### src/rtl/spi_target_if.sv
// Peripheral bus bundle between the bus controller and the SPI target.
interface spi_target_if;
  logic        peripheralEnable;
  logic        peripheralBus_we;
  logic        peripheralBus_oe;
  logic        peripheralBus_busy;
  logic [15:0] peripheralBus_address;
  logic [3:0]  peripheralBus_byteSelect;
  logic [31:0] peripheralBus_dataRead;
  logic [31:0] peripheralBus_dataWrite;
  logic        requestOutput;

  modport master (
    output peripheralEnable, peripheralBus_we, peripheralBus_oe,
           peripheralBus_address, peripheralBus_byteSelect, peripheralBus_dataWrite,
    input  peripheralBus_busy, peripheralBus_dataRead, requestOutput
  );

  modport slave (
    input  peripheralEnable, peripheralBus_we, peripheralBus_oe,
           peripheralBus_address, peripheralBus_byteSelect, peripheralBus_dataWrite,
    output peripheralBus_busy, peripheralBus_dataRead, requestOutput
  );
endinterface

### src/rtl/spi_target.sv
// SPI target: oversamples sck/cs/mosi on clk, shifts one byte per 8 sample edges,
// and exposes config/data/status registers on the peripheral bus.
module spi_target #(
  parameter logic [3:0] ID = 4'h0
) (
  input  logic        clk,
  input  logic        rst,
  spi_target_if.slave bus,
  input  logic        spi_sck,
  input  logic        spi_cs,
  input  logic        spi_mosi,
  output logic        spi_miso,
  output logic        spi_miso_en
);

  typedef enum logic {IDLE, SHIFT} state_e;

  state_e      state_q, state_d;
  logic [2:0]  sckSync_q;
  logic [1:0]  csSync_q, mosiSync_q;
  logic [4:0]  config_q, config_d;
  logic [7:0]  txBuffer_q, txBuffer_d, rxBuffer_q, rxBuffer_d;
  logic        txEmpty_q, txEmpty_d, rxValid_q, rxValid_d, overrun_q, overrun_d;
  logic [7:0]  shiftOut_q, shiftOut_d, shiftIn_q, shiftIn_d;
  logic [2:0]  bitCount_q, bitCount_d;
  logic        modeCpha_q, modeCpha_d, modeCpol_q, modeCpol_d, modeMsb_q, modeMsb_d;

  logic        csActive, sckRise, sckFall, leadingEdge, trailingEdge;
  logic        sampleEdge, driveEdge, startFrame, fullByte, loadShift, selected;
  logic [7:0]  newByte, reloadByte;
  logic        devSel, readReq, writeReq, dataRdAccess;
  logic [11:0] localAddr;
  logic [31:0] readData;
  logic        unusedBus;

  assign csActive     = (csSync_q[1] == config_q[3]);
  assign sckRise      = sckSync_q[1] & ~sckSync_q[2];
  assign sckFall      = ~sckSync_q[1] & sckSync_q[2];
  assign leadingEdge  = modeCpol_q ? sckFall : sckRise;
  assign trailingEdge = modeCpol_q ? sckRise : sckFall;
  assign sampleEdge   = (state_q == SHIFT) && (modeCpha_q ? trailingEdge : leadingEdge);
  // bitCount==0 means the first bit is already on the pin; shifting now would skip it
  assign driveEdge    = (state_q == SHIFT) && (modeCpha_q ? leadingEdge : trailingEdge)
                        && (bitCount_q != 3'd0);
  assign startFrame   = (state_q == IDLE) && (state_d == SHIFT);
  assign fullByte     = sampleEdge && (bitCount_q == 3'd7);
  assign loadShift    = startFrame || fullByte;
  assign newByte      = modeMsb_q ? {shiftIn_q[6:0], mosiSync_q[1]} : {mosiSync_q[1], shiftIn_q[7:1]};
  assign reloadByte   = txEmpty_q ? 8'hFF : txBuffer_q;

  assign localAddr    = bus.peripheralBus_address[11:0];
  assign devSel       = bus.peripheralEnable && (bus.peripheralBus_address[15:12] == ID);
  assign readReq      = devSel && bus.peripheralBus_oe;
  assign writeReq     = devSel && bus.peripheralBus_we && bus.peripheralBus_byteSelect[0];
  assign dataRdAccess = readReq && (localAddr == 12'h004);
  assign unusedBus    = ^{bus.peripheralBus_byteSelect[3:1], bus.peripheralBus_dataWrite[31:8]};

  always_ff @(posedge clk or negedge rst) begin
    if (!rst) state_q <= IDLE;
    else      state_q <= state_d;
  end

  always_comb begin
    state_d = state_q;
    case (state_q)
      IDLE:    if (config_q[4] && csActive) state_d = SHIFT;
      SHIFT:   if (!config_q[4] || !csActive) state_d = IDLE;
      default: state_d = IDLE;
    endcase
  end

  always_comb begin
    selected    = (state_q == SHIFT);
    spi_miso_en = selected && config_q[4];
    spi_miso    = spi_miso_en && (modeMsb_q ? shiftOut_q[7] : shiftOut_q[0]);
  end

  always_comb begin
    readData = 32'd0;
    case (localAddr)
      12'h000: readData = {27'd0, config_q};
      12'h004: readData = {24'd0, rxBuffer_q};
      12'h008: readData = {28'd0, selected, overrun_q, txEmpty_q, rxValid_q};
      default: readData = 32'd0;
    endcase
  end

  assign bus.requestOutput          = readReq;
  assign bus.peripheralBus_dataRead = readReq ? readData : ~32'd0;
  assign bus.peripheralBus_busy     = 1'b0;

  // Order matters: tx write beats reload's txEmpty, and byte completion beats read/clear.
  always_comb begin
    config_d   = config_q;
    txBuffer_d = txBuffer_q;
    txEmpty_d  = txEmpty_q;
    rxBuffer_d = rxBuffer_q;
    rxValid_d  = rxValid_q;
    overrun_d  = overrun_q;
    shiftOut_d = shiftOut_q;
    shiftIn_d  = shiftIn_q;
    bitCount_d = bitCount_q;
    modeCpha_d = modeCpha_q;
    modeCpol_d = modeCpol_q;
    modeMsb_d  = modeMsb_q;

    if (startFrame) begin
      modeCpha_d = config_q[0];
      modeCpol_d = config_q[1];
      modeMsb_d  = config_q[2];
    end
    if (sampleEdge) begin
      shiftIn_d  = newByte;
      bitCount_d = bitCount_q + 3'd1;
    end
    if (loadShift) begin
      shiftOut_d = reloadByte;
      txEmpty_d  = 1'b1;
      bitCount_d = 3'd0;
    end else if (driveEdge) begin
      shiftOut_d = modeMsb_q ? {shiftOut_q[6:0], 1'b1} : {1'b1, shiftOut_q[7:1]};
    end
    if (writeReq) begin
      case (localAddr)
        12'h000: config_d = bus.peripheralBus_dataWrite[4:0];
        12'h004: begin
          txBuffer_d = bus.peripheralBus_dataWrite[7:0];
          txEmpty_d  = 1'b0;
        end
        12'h008: if (bus.peripheralBus_dataWrite[2]) overrun_d = 1'b0;
        default: ;
      endcase
    end
    if (dataRdAccess) rxValid_d = 1'b0;
    if (fullByte) begin
      rxBuffer_d = newByte;
      rxValid_d  = 1'b1;
      if (rxValid_q && !dataRdAccess) overrun_d = 1'b1;
    end
  end

  always_ff @(posedge clk or negedge rst) begin
    if (!rst) begin
      sckSync_q  <= 3'd0;
      csSync_q   <= 2'd0;
      mosiSync_q <= 2'd0;
      config_q   <= 5'h04;
      txBuffer_q <= 8'd0;
      txEmpty_q  <= 1'b1;
      rxBuffer_q <= 8'd0;
      rxValid_q  <= 1'b0;
      overrun_q  <= 1'b0;
      shiftOut_q <= 8'd0;
      shiftIn_q  <= 8'd0;
      bitCount_q <= 3'd0;
      modeCpha_q <= 1'b0;
      modeCpol_q <= 1'b0;
      modeMsb_q  <= 1'b1;
    end else begin
      sckSync_q  <= {sckSync_q[1:0], spi_sck};
      csSync_q   <= {csSync_q[0], spi_cs};
      mosiSync_q <= {mosiSync_q[0], spi_mosi};
      config_q   <= config_d;
      txBuffer_q <= txBuffer_d;
      txEmpty_q  <= txEmpty_d;
      rxBuffer_q <= rxBuffer_d;
      rxValid_q  <= rxValid_d;
      overrun_q  <= overrun_d;
      shiftOut_q <= shiftOut_d;
      shiftIn_q  <= shiftIn_d;
      bitCount_q <= bitCount_d;
      modeCpha_q <= modeCpha_d;
      modeCpol_q <= modeCpol_d;
      modeMsb_q  <= modeMsb_d;
    end
  end

endmodule

### src/flat_wrapper.sv
// flat-port wrapper written by rule: the top's interface ports become plain ports
module spi_target_flat 
#(
  parameter logic [3:0] ID = 4'h0
)
  (clk, rst, spi_sck, spi_cs, spi_mosi, spi_miso, spi_miso_en, bus_peripheralEnable, bus_peripheralBus_we, bus_peripheralBus_oe, bus_peripheralBus_address, bus_peripheralBus_byteSelect, bus_peripheralBus_dataWrite, bus_peripheralBus_busy, bus_peripheralBus_dataRead, bus_requestOutput);
  spi_target_if bus_i ();
  input  logic clk;
  input  logic rst;
  input  logic spi_sck;
  input  logic spi_cs;
  input  logic spi_mosi;
  output logic spi_miso;
  output logic spi_miso_en;
  input wire logic [$bits(bus_i.peripheralEnable)-1:0] bus_peripheralEnable;
  input wire logic [$bits(bus_i.peripheralBus_we)-1:0] bus_peripheralBus_we;
  input wire logic [$bits(bus_i.peripheralBus_oe)-1:0] bus_peripheralBus_oe;
  input wire logic [$bits(bus_i.peripheralBus_address)-1:0] bus_peripheralBus_address;
  input wire logic [$bits(bus_i.peripheralBus_byteSelect)-1:0] bus_peripheralBus_byteSelect;
  input wire logic [$bits(bus_i.peripheralBus_dataWrite)-1:0] bus_peripheralBus_dataWrite;
  output wire logic [$bits(bus_i.peripheralBus_busy)-1:0] bus_peripheralBus_busy;
  output wire logic [$bits(bus_i.peripheralBus_dataRead)-1:0] bus_peripheralBus_dataRead;
  output wire logic [$bits(bus_i.requestOutput)-1:0] bus_requestOutput;
  assign bus_i.peripheralEnable = bus_peripheralEnable;
  assign bus_i.peripheralBus_we = bus_peripheralBus_we;
  assign bus_i.peripheralBus_oe = bus_peripheralBus_oe;
  assign bus_i.peripheralBus_address = bus_peripheralBus_address;
  assign bus_i.peripheralBus_byteSelect = bus_peripheralBus_byteSelect;
  assign bus_i.peripheralBus_dataWrite = bus_peripheralBus_dataWrite;
  assign bus_peripheralBus_busy = bus_i.peripheralBus_busy;
  assign bus_peripheralBus_dataRead = bus_i.peripheralBus_dataRead;
  assign bus_requestOutput = bus_i.requestOutput;
  spi_target #(.ID(ID)) u_core (.clk(clk), .rst(rst), .bus(bus_i), .spi_sck(spi_sck), .spi_cs(spi_cs), .spi_mosi(spi_mosi), .spi_miso(spi_miso), .spi_miso_en(spi_miso_en));
endmodule
### config.mk
export PLATFORM = sky130hd
export DESIGN_NAME = spi_target_flat
export DESIGN_NICKNAME = d
export VERILOG_FILES = /design/src/rtl/spi_target_if.sv /design/src/rtl/spi_target.sv /design/src/flat_wrapper.sv
export SDC_FILE = /design/constraint.sdc
export NUM_CORES = 1
export LEC_CHECK = 0
export ABC_AREA = 1
export BUFFER_PORTS_ARGS = -buffer_cell sky130_fd_sc_hd__clkbuf_2
export CORE_UTILIZATION = 45
export CTS_CLUSTER_SIZE = 8
export DETAILED_ROUTE_END_ITERATION = 8
export MAX_ROUTING_LAYER = met4
export PLACE_DENSITY = 0.73
export SLEW_MARGIN = 20
export SYNTH_ARGS = -nofsm -noshare
export SYNTH_HDL_FRONTEND = slang
export SYNTH_SLANG_ARGS = --single-unit
### constraint.sdc
create_clock -name clk -period 1.9 [get_ports clk]
set_input_delay 0.095 -clock clk [delete_from_list [all_inputs] [get_ports clk]]
set_output_delay 0.095 -clock clk [all_outputs]
set_load 0.1 [all_outputs]
==> impl_metrics.py, run 1 <==
metrics = {
    "power": {
        "power_switching_share_pct": 23.7,
        "peakVddDrop_mv": 0.571,
        "cellPowerDensity_nw_per_um2": 592,
        "seq_power_share_pct": 55.1,
        "total_power_consumption_w": 0.00210,
        "switching_component_of_the_power_w": 0.000499,
        "clockPowerShare_pct": 36.1,
        "internal_power_w": 0.00161,
        "leakagePower_nw": 1.72,
        "combinationalPowerShare_pct": 8.8,
    },
    "die": {
        "floorplan.initialDensity_pct": 46.4,
        "vertical_die_dimension_um": 82.9,
        "core_rows": 29,
        "core_area_um2": 6350,
        "die_width_um": 82.9,
        "io_pins": 96,
        "die_area_um2": 6880,
    },
    "timing": {
        "final_skew_ps": 5.97,
        "slew_violations": 0,
        "post-route-period-util_pct": 91.7,
        "setup_ws_ps": 157,
        "final-setup-viol-count": 0,
        "worst_pin_slew_ps": 585,
        "rsz0062_at_grt": "no",
        "fin_crit_ps": 1740,
        "totalNegativeSetupSlack_ps": 0,
        "max_slew_margin_pct": 61.0,
        "final_hold_viol_count": 0,
        "fmax_mhz": 574,
    },
    "routing": {
        "route.antenna.remaining_nets": 0,
        "totalWireLength_um": 6000,
        "first_iter_violations": 161,
        "route.detailed.vias_per_inst": 5.02,
        "drt-wirelength-per-cell_um": 12.3,
        "dr_total_vias": 2457,
        "drt_drc_violations_left": 0,
        "drt_pre_antenna_iters": 4,
    },
    "setup_path": {
        "crit-reg2reg-launch": "u_core.modeCpol_q$_DFFE_PN0P_",
        "required_ps": 1800,
        "timing.critical_path.arrival_ps": 1650,
        "crit_end_category": "primary output",
        "rr_endpoint": "u_core.shiftOut_q[5]$_DFFE_PN0P_",
        "worst_setup_path_startpoint": "u_core.modeMsb_q$_DFFE_PN1P_",
        "reg2reg_slack_ps": 240,
        "crit_path_end": "spi_miso",
        "largest_fanout_of_any_net_on_the_critical_path": 18,
        "setup.worst_path.start_class": "register",
        "path_depth_of_the_worst_reg2reg_path": 8,
        "timing.setup.critical_path_class": "register to primary output",
    },
    "synth": {
        "post_synth_most_frequent_cells": "nand2_1 (84), dfrtp_1 (51), inv_1 (44)",
        "synth-edff-count": 0,
        "yosys.cell_count.top_type": "nand2_1",
        "asr_flop_ratio_synth_pct": 100,
        "synth.cell_area_um2": 2950,
        "synthDistinctLibCells": 33,
        "synth-main-ff-cell": "dfrtp_1",
        "synth_area_per_cell_um2": 8.21,
        "synth_fp_nets": 422,
        "count_of_yosys_warnings_during_synthesis": 0,
        "ys_seq_area_share_pct": 46.0,
        "synth_top_area_share_pct": 43.3,
        "cells_after_synth": 359,
        "synth.top_cells.by_area": "dfrtp_1 (43%), nand2_1 (11%), buf_4 (6.4%)",
        "seq_cells_post_synth": 54,
        "synth.largest_area_cell": "dfrtp_1",
    },
    "global_routing": {
        "first_pass_grt_wire_length_um": 10600,
        "grt_antenna_before_repair": 0,
        "grt_use_total_pct": 19.5,
        "grt_overflow_total": 0,
        "grt_pass1_vias": 2342,
        "largest_net_degree_at_the_start_of_global_routing": 34,
    },
    "clock_tree": {
        "cts_hold_buffers": 7,
        "postCtsSetupRepairBufs": 0,
        "cts_tree": "done",
        "number_of_gates_resized_after_cts": 0,
        "clkLatencyLatePin_ps": 310,
        "cts_buffers": 5,
        "tritoncts_num_sinks": 54,
        "htree_levels": 2,
        "ctsLongestPathBuffers": 2,
        "clockRootBuffer": "clkbuf_8",
        "cts.reportedPaths.clkPinSlew_ps": 90,
    },
    "hold_path": {
        "holdCritPathClass": "input port to register",
        "min_path_cells": 3,
    },
    "cells_and_area": {
        "stdcell_count": 489,
        "fillCellCount": 600,
        "post_route_cells_drive_above_1_share_pct": 31.3,
        "synthToLayoutAreaGrowth_pct": 20.6,
        "antenna-diode-count": 0,
        "num-nets-final": 474,
    },
    "placement": {
        "dp.cells": 474,
        "detailedPlacementHpwl_um": 4600,
        "routabilityCongestion": 0.911,
        "buffer_ports.inserted": 67,
        "dp_slack_ps": 241,
    },
    "run_status": {
        "status": "finished, final reports clean",
    },
    "job": {
        "drv.max_cap_violation_count": 0,
    },
}
-- stage by stage --
step                hold WS (ps)  cell area, um^2  utilization [%]
floorplan                   -201             3050                -
global placement             112             3380             53.2
detailed placement           113             3380             53.2
CTS                         19.4             3560             56.0
global route                20.1             3560             56.0
finish                      25.5             3560             56.0
-- metal layers --
layer	routed length (um)	share of wire [%]	up-vias	global-route usage, %
li1	-	-	1236	-
met1	2720	45	1152	24.8
met2	2980	50	62	31.8
met3	244	4.1	7	4.87
met4	59	0.98	0	4.23
met5	0	0	-	-
-- layout make-up --
cell class	instances	area, um^2	share of cell area, %
Multi-Input combinational cell	224	1260	35.4
Clock inverter	2	37.5	1.06
Timing Repair Buffer	78	541	15.2
Sequential cell	54	1360	38.1
Inverter	48	196	5.52
Tap cell	77	96.3	2.71
Clock buffer	6	72.6	2.04
-- worst max-delay path, stage by stage (launching register included) --
cell	delay (ps)
dfstp_2	730
o21ai_0	220
a21oi_4	200
buf_12	190
-- how the worst min path moves through the flow --
stage	startpoint	to	slack [ps]
after CTS	bus_peripheralBus_dataWrite[1]	u_core.txBuffer_q[1]$_DFFE_PN0P_	20
after floorplan	rst	u_core.bitCount_q[0]$_DFFE_PN0P_	-200
after global routing	bus_peripheralBus_dataWrite[0]	u_core.txBuffer_q[0]$_DFFE_PN0P_	20
after global placement	rst	u_core.rxBuffer_q[2]$_DFFE_PN0P_	110
after detailed placement	rst	u_core.rxBuffer_q[2]$_DFFE_PN0P_	110
final	bus_peripheralBus_dataWrite[1]	u_core.txBuffer_q[1]$_DFFE_PN0P_	30
-- cell usage in the layout (no fill, tap or decap), types with 2 or more instances in the layout --
cell type and count:
nor2_1 16, dfrtp_1 51, o21ai_1 13, clkinvlp_4 2
dfstp_2 3, o21ai_0 30, nand3_2 4, inv_2 3
ha_1 3, nor2_4 4, o21ai_2 12, nand2_4 2
nand3_1 24, buf_12 7, a21oi_2 2, nor2_2 3
clkbuf_2 60, nand2_2 5, nand2_1 83, clkbuf_8 5
nand4_1 7, buf_4 4, inv_1 43, dlygate4sd3_1 7
a21oi_1 3, o2111ai_2 4
-- flip-flops by register name, summed over array words and instances, names as in the netlist --
name,count
u_core.shiftOut_q,8
u_core.rxBuffer_q,8
u_core.shiftIn_q,8
u_core.modeCpol_q,1
u_core.overrun_q,1
u_core.selected,1
u_core.mosiSync_q,2
u_core.modeCpha_q,1
u_core.bitCount_q,3
u_core.modeMsb_q,1
u_core.rxValid_q,1
u_core.csSync_q,2
u_core.txBuffer_q,8
u_core.sckSync_q,3
u_core.txEmpty_q,1
u_core.config_q,5
-- power by group through the flow --
stage / clock network [W] / logic (W) / registers, W
6_report: 0.000760 / 0.000185 / 0.00116
5_1_grt: 0.000835 / 0.000199 / 0.00116
4_1_cts: 0.000789 / 0.000187 / 0.00116
3_5_place_dp: 0 / 0.000176 / 0.00118
3_3_place_gp: 0 / 0.000173 / 0.00118
2_1_floorplan: 0 / 0.000103 / 0.00118
-- cells by family after synthesis --
family / synth area share [%]
compound gates: 13.2
simple gates: 25.1
fa+ha+maj: 1.27
buf+inv: 14.3
flops: 46.0
other cells: 0.127
Power figures use the tool's default switching activity.
==> run 2, diff against run 1 <==
CORE_UTILIZATION = 51   (was 45)
PLACE_DENSITY = 0.81   (was 0.73)
==> impl_metrics.py, run 2 (synthesized netlist as in run 1, its figures left out) <==
metrics = {
    "timing": {
        "fin_crit_ps": 1750,
        "post-route-period-util_pct": 92.1,
        "max_slew_margin_pct": 56.0,
        "slew_violations": 0,
        "fmax_mhz": 571,
        "final_skew_ps": 9.87,
        "final_hold_viol_count": 0,
        "totalNegativeSetupSlack_ps": 0,
        "final-setup-viol-count": 0,
        "rsz0062_at_grt": "no",
        "final.hold.worst_slack_ps": 13.2,
        "worst_pin_slew_ps": 660,
    },
    "global_routing": {
        "grt_use_total_pct": 22.1,
        "gr-max-usage-layer": "met2",
        "first_pass_grt_wire_length_um": 10300,
        "grt_pass1_vias": 2245,
        "globalRouteMet1Util_pct": 26.6,
        "met3_usage_pct": 3.84,
        "largest_net_degree_at_the_start_of_global_routing": 55,
        "grt_util_met2_pct": 37.9,
        "grt_antenna_before_repair": 0,
        "grt_overflow_total": 0,
    },
    "routing": {
        "first_iter_violations": 154,
        "route.antenna.remaining_nets": 0,
        "dr_total_vias": 2425,
        "route.detailed.vias_per_inst": 5.04,
        "drt-wirelength-per-cell_um": 12.4,
        "totalWireLength_um": 5950,
        "drt_pre_antenna_iters": 5,
        "drt_drc_violations_left": 0,
    },
    "cells_and_area": {
        "synthToLayoutAreaGrowth_pct": 18.6,
        "final_common_cell": "nand2_1",
        "layout_common_cells": "nand2_1 (83), clkbuf_2 (60), dfrtp_1 (51)",
        "stdcell_count": 481,
        "num-nets-final": 471,
        "antenna-diode-count": 0,
        "post_route_cells_drive_above_1_share_pct": 31.3,
    },
    "setup_path": {
        "timing.setup.critical_path_class": "register to primary output",
        "critical_path.cell_chain": "o21ai_0, a21oi_4, buf_12",
        "reg2reg_slack_ps": 270,
        "cp_num_buf_inv": 1,
        "critical_path.max_stage_delay_ps": 790,
        "timing.critical_path.max_delay_family": "flip-flops",
        "crit_end_category": "primary output",
        "required_ps": 1800,
        "setup.worst_path.start_class": "register",
        "largest_fanout_of_any_net_on_the_critical_path": 30,
        "timing.critical_path.arrival_ps": 1660,
        "cpMaxStageDelayCell": "dfstp_4",
    },
    "die": {
        "die_width_um": 78.0,
        "floorplan.initialDensity_pct": 53.2,
        "io_pins": 96,
        "core_rows": 27,
        "die_area_um2": 6090,
        "vertical_die_dimension_um": 78.0,
        "core_area_um2": 5540,
    },
    "power": {
        "cellPowerDensity_nw_per_um2": 568,
        "peakVddDrop_mv": 0.446,
        "leakagePower_nw": 1.70,
    },
    "clock_tree": {
        "htree_levels": 2,
        "cts_tree": "done",
        "tritoncts_num_sinks": 54,
        "ctsLongestPathBuffers": 2,
        "cts.reportedPaths.clkPinSlew_ps": 100,
        "clkLatencyLatePin_ps": 310,
        "cts_buffers": 5,
        "clockRootBuffer": "clkbuf_8",
    },
    "run_status": {
        "status": "finished, final reports clean",
    },
    "placement": {
        "buffer_ports.inserted": 67,
        "dp.cells": 467,
        "routabilityCongestion": 0.890,
        "detailedPlacementHpwl_um": 4440,
    },
    "job": {
        "drv.max_cap_violation_count": 0,
    },
    "hold_path": {
        "holdCritPathClass": "input port to register",
    },
}
## run 2: final timing paths
path | cells after the start | from | endpoint
min in group asynchronous | 3 | rst | u_core.rxBuffer_q[6]$_DFFE_PN0P_
max in group asynchronous | 3 | rst | u_core.bitCount_q[0]$_DFFE_PN0P_
worst min-delay path | 3 | bus_peripheralBus_dataWrite[5] | u_core.txBuffer_q[5]$_DFFE_PN0P_
worst max register to register | 7 | u_core.bitCount_q[0]$_DFFE_PN0P_ | u_core.shiftOut_q[7]$_DFFE_PN0P_
worst min register to register | 0 | u_core.mosiSync_q[0]$_DFF_PN0_ | u_core.mosiSync_q[1]$_DFF_PN0_
worst max-delay path | 3 | u_core.modeMsb_q$_DFFE_PN1P_ | spi_miso
## run 2: metal layers
layer  vias up  wire length, um
met2        46             3070
met3         9              174
li1       1230                -
met1      1140             2590
met5         -                0
met4         0              105
## run 2: worst min-delay path, stage by stage
cell      delay, ps
clkbuf_2         80
inv_1            60
o21ai_2          60
## run 2: cell type report
cell class                 instances  area [um^2]
fill                             472         2040
sequential                        54         1360
multi-input combinational        224         1260
timing repair buffer              75          503
inverter                          48          196
tap                               72         90.1
clock buffer                       5         68.8
clock inverter                     3         21.3
## run 2: timing repair
item,in CTS,in global routing
endpoints found under the hold margin,56,0
endpoints found under the setup margin,0,1
setup buffers,0,0
hold buffers,6,0
gates resized for setup,0,1
## run 2: per-stage QoR
| stage | total power, W | util, % | worst slack, ps | area (um^2) |
|---|---|---|---|---|
| 5_1_grt | 0.00206 | 63.1 | 67.5 | 3500 |
| 6_report | 0.00199 | 63.1 | 150 | 3500 |
| 3_3_place_gp | 0.00135 | 60.3 | 308 | 3340 |
| 4_1_cts | 0.00200 | 63.0 | 25.7 | 3490 |
| 2_1_floorplan | 0.00129 | - | -301 | 3050 |
| 3_5_place_dp | 0.00136 | 60.3 | 277 | 3340 |
## run 2: report_power, final
part	switching [W]	internal [W]	leakage, nW
Clock	0.000388	0.000260	0.0441
Sequential	0.00000416	0.00116	0.723
Combinational	0.000126	0.0000521	0.929
Total	0.000518	0.00147	1.70
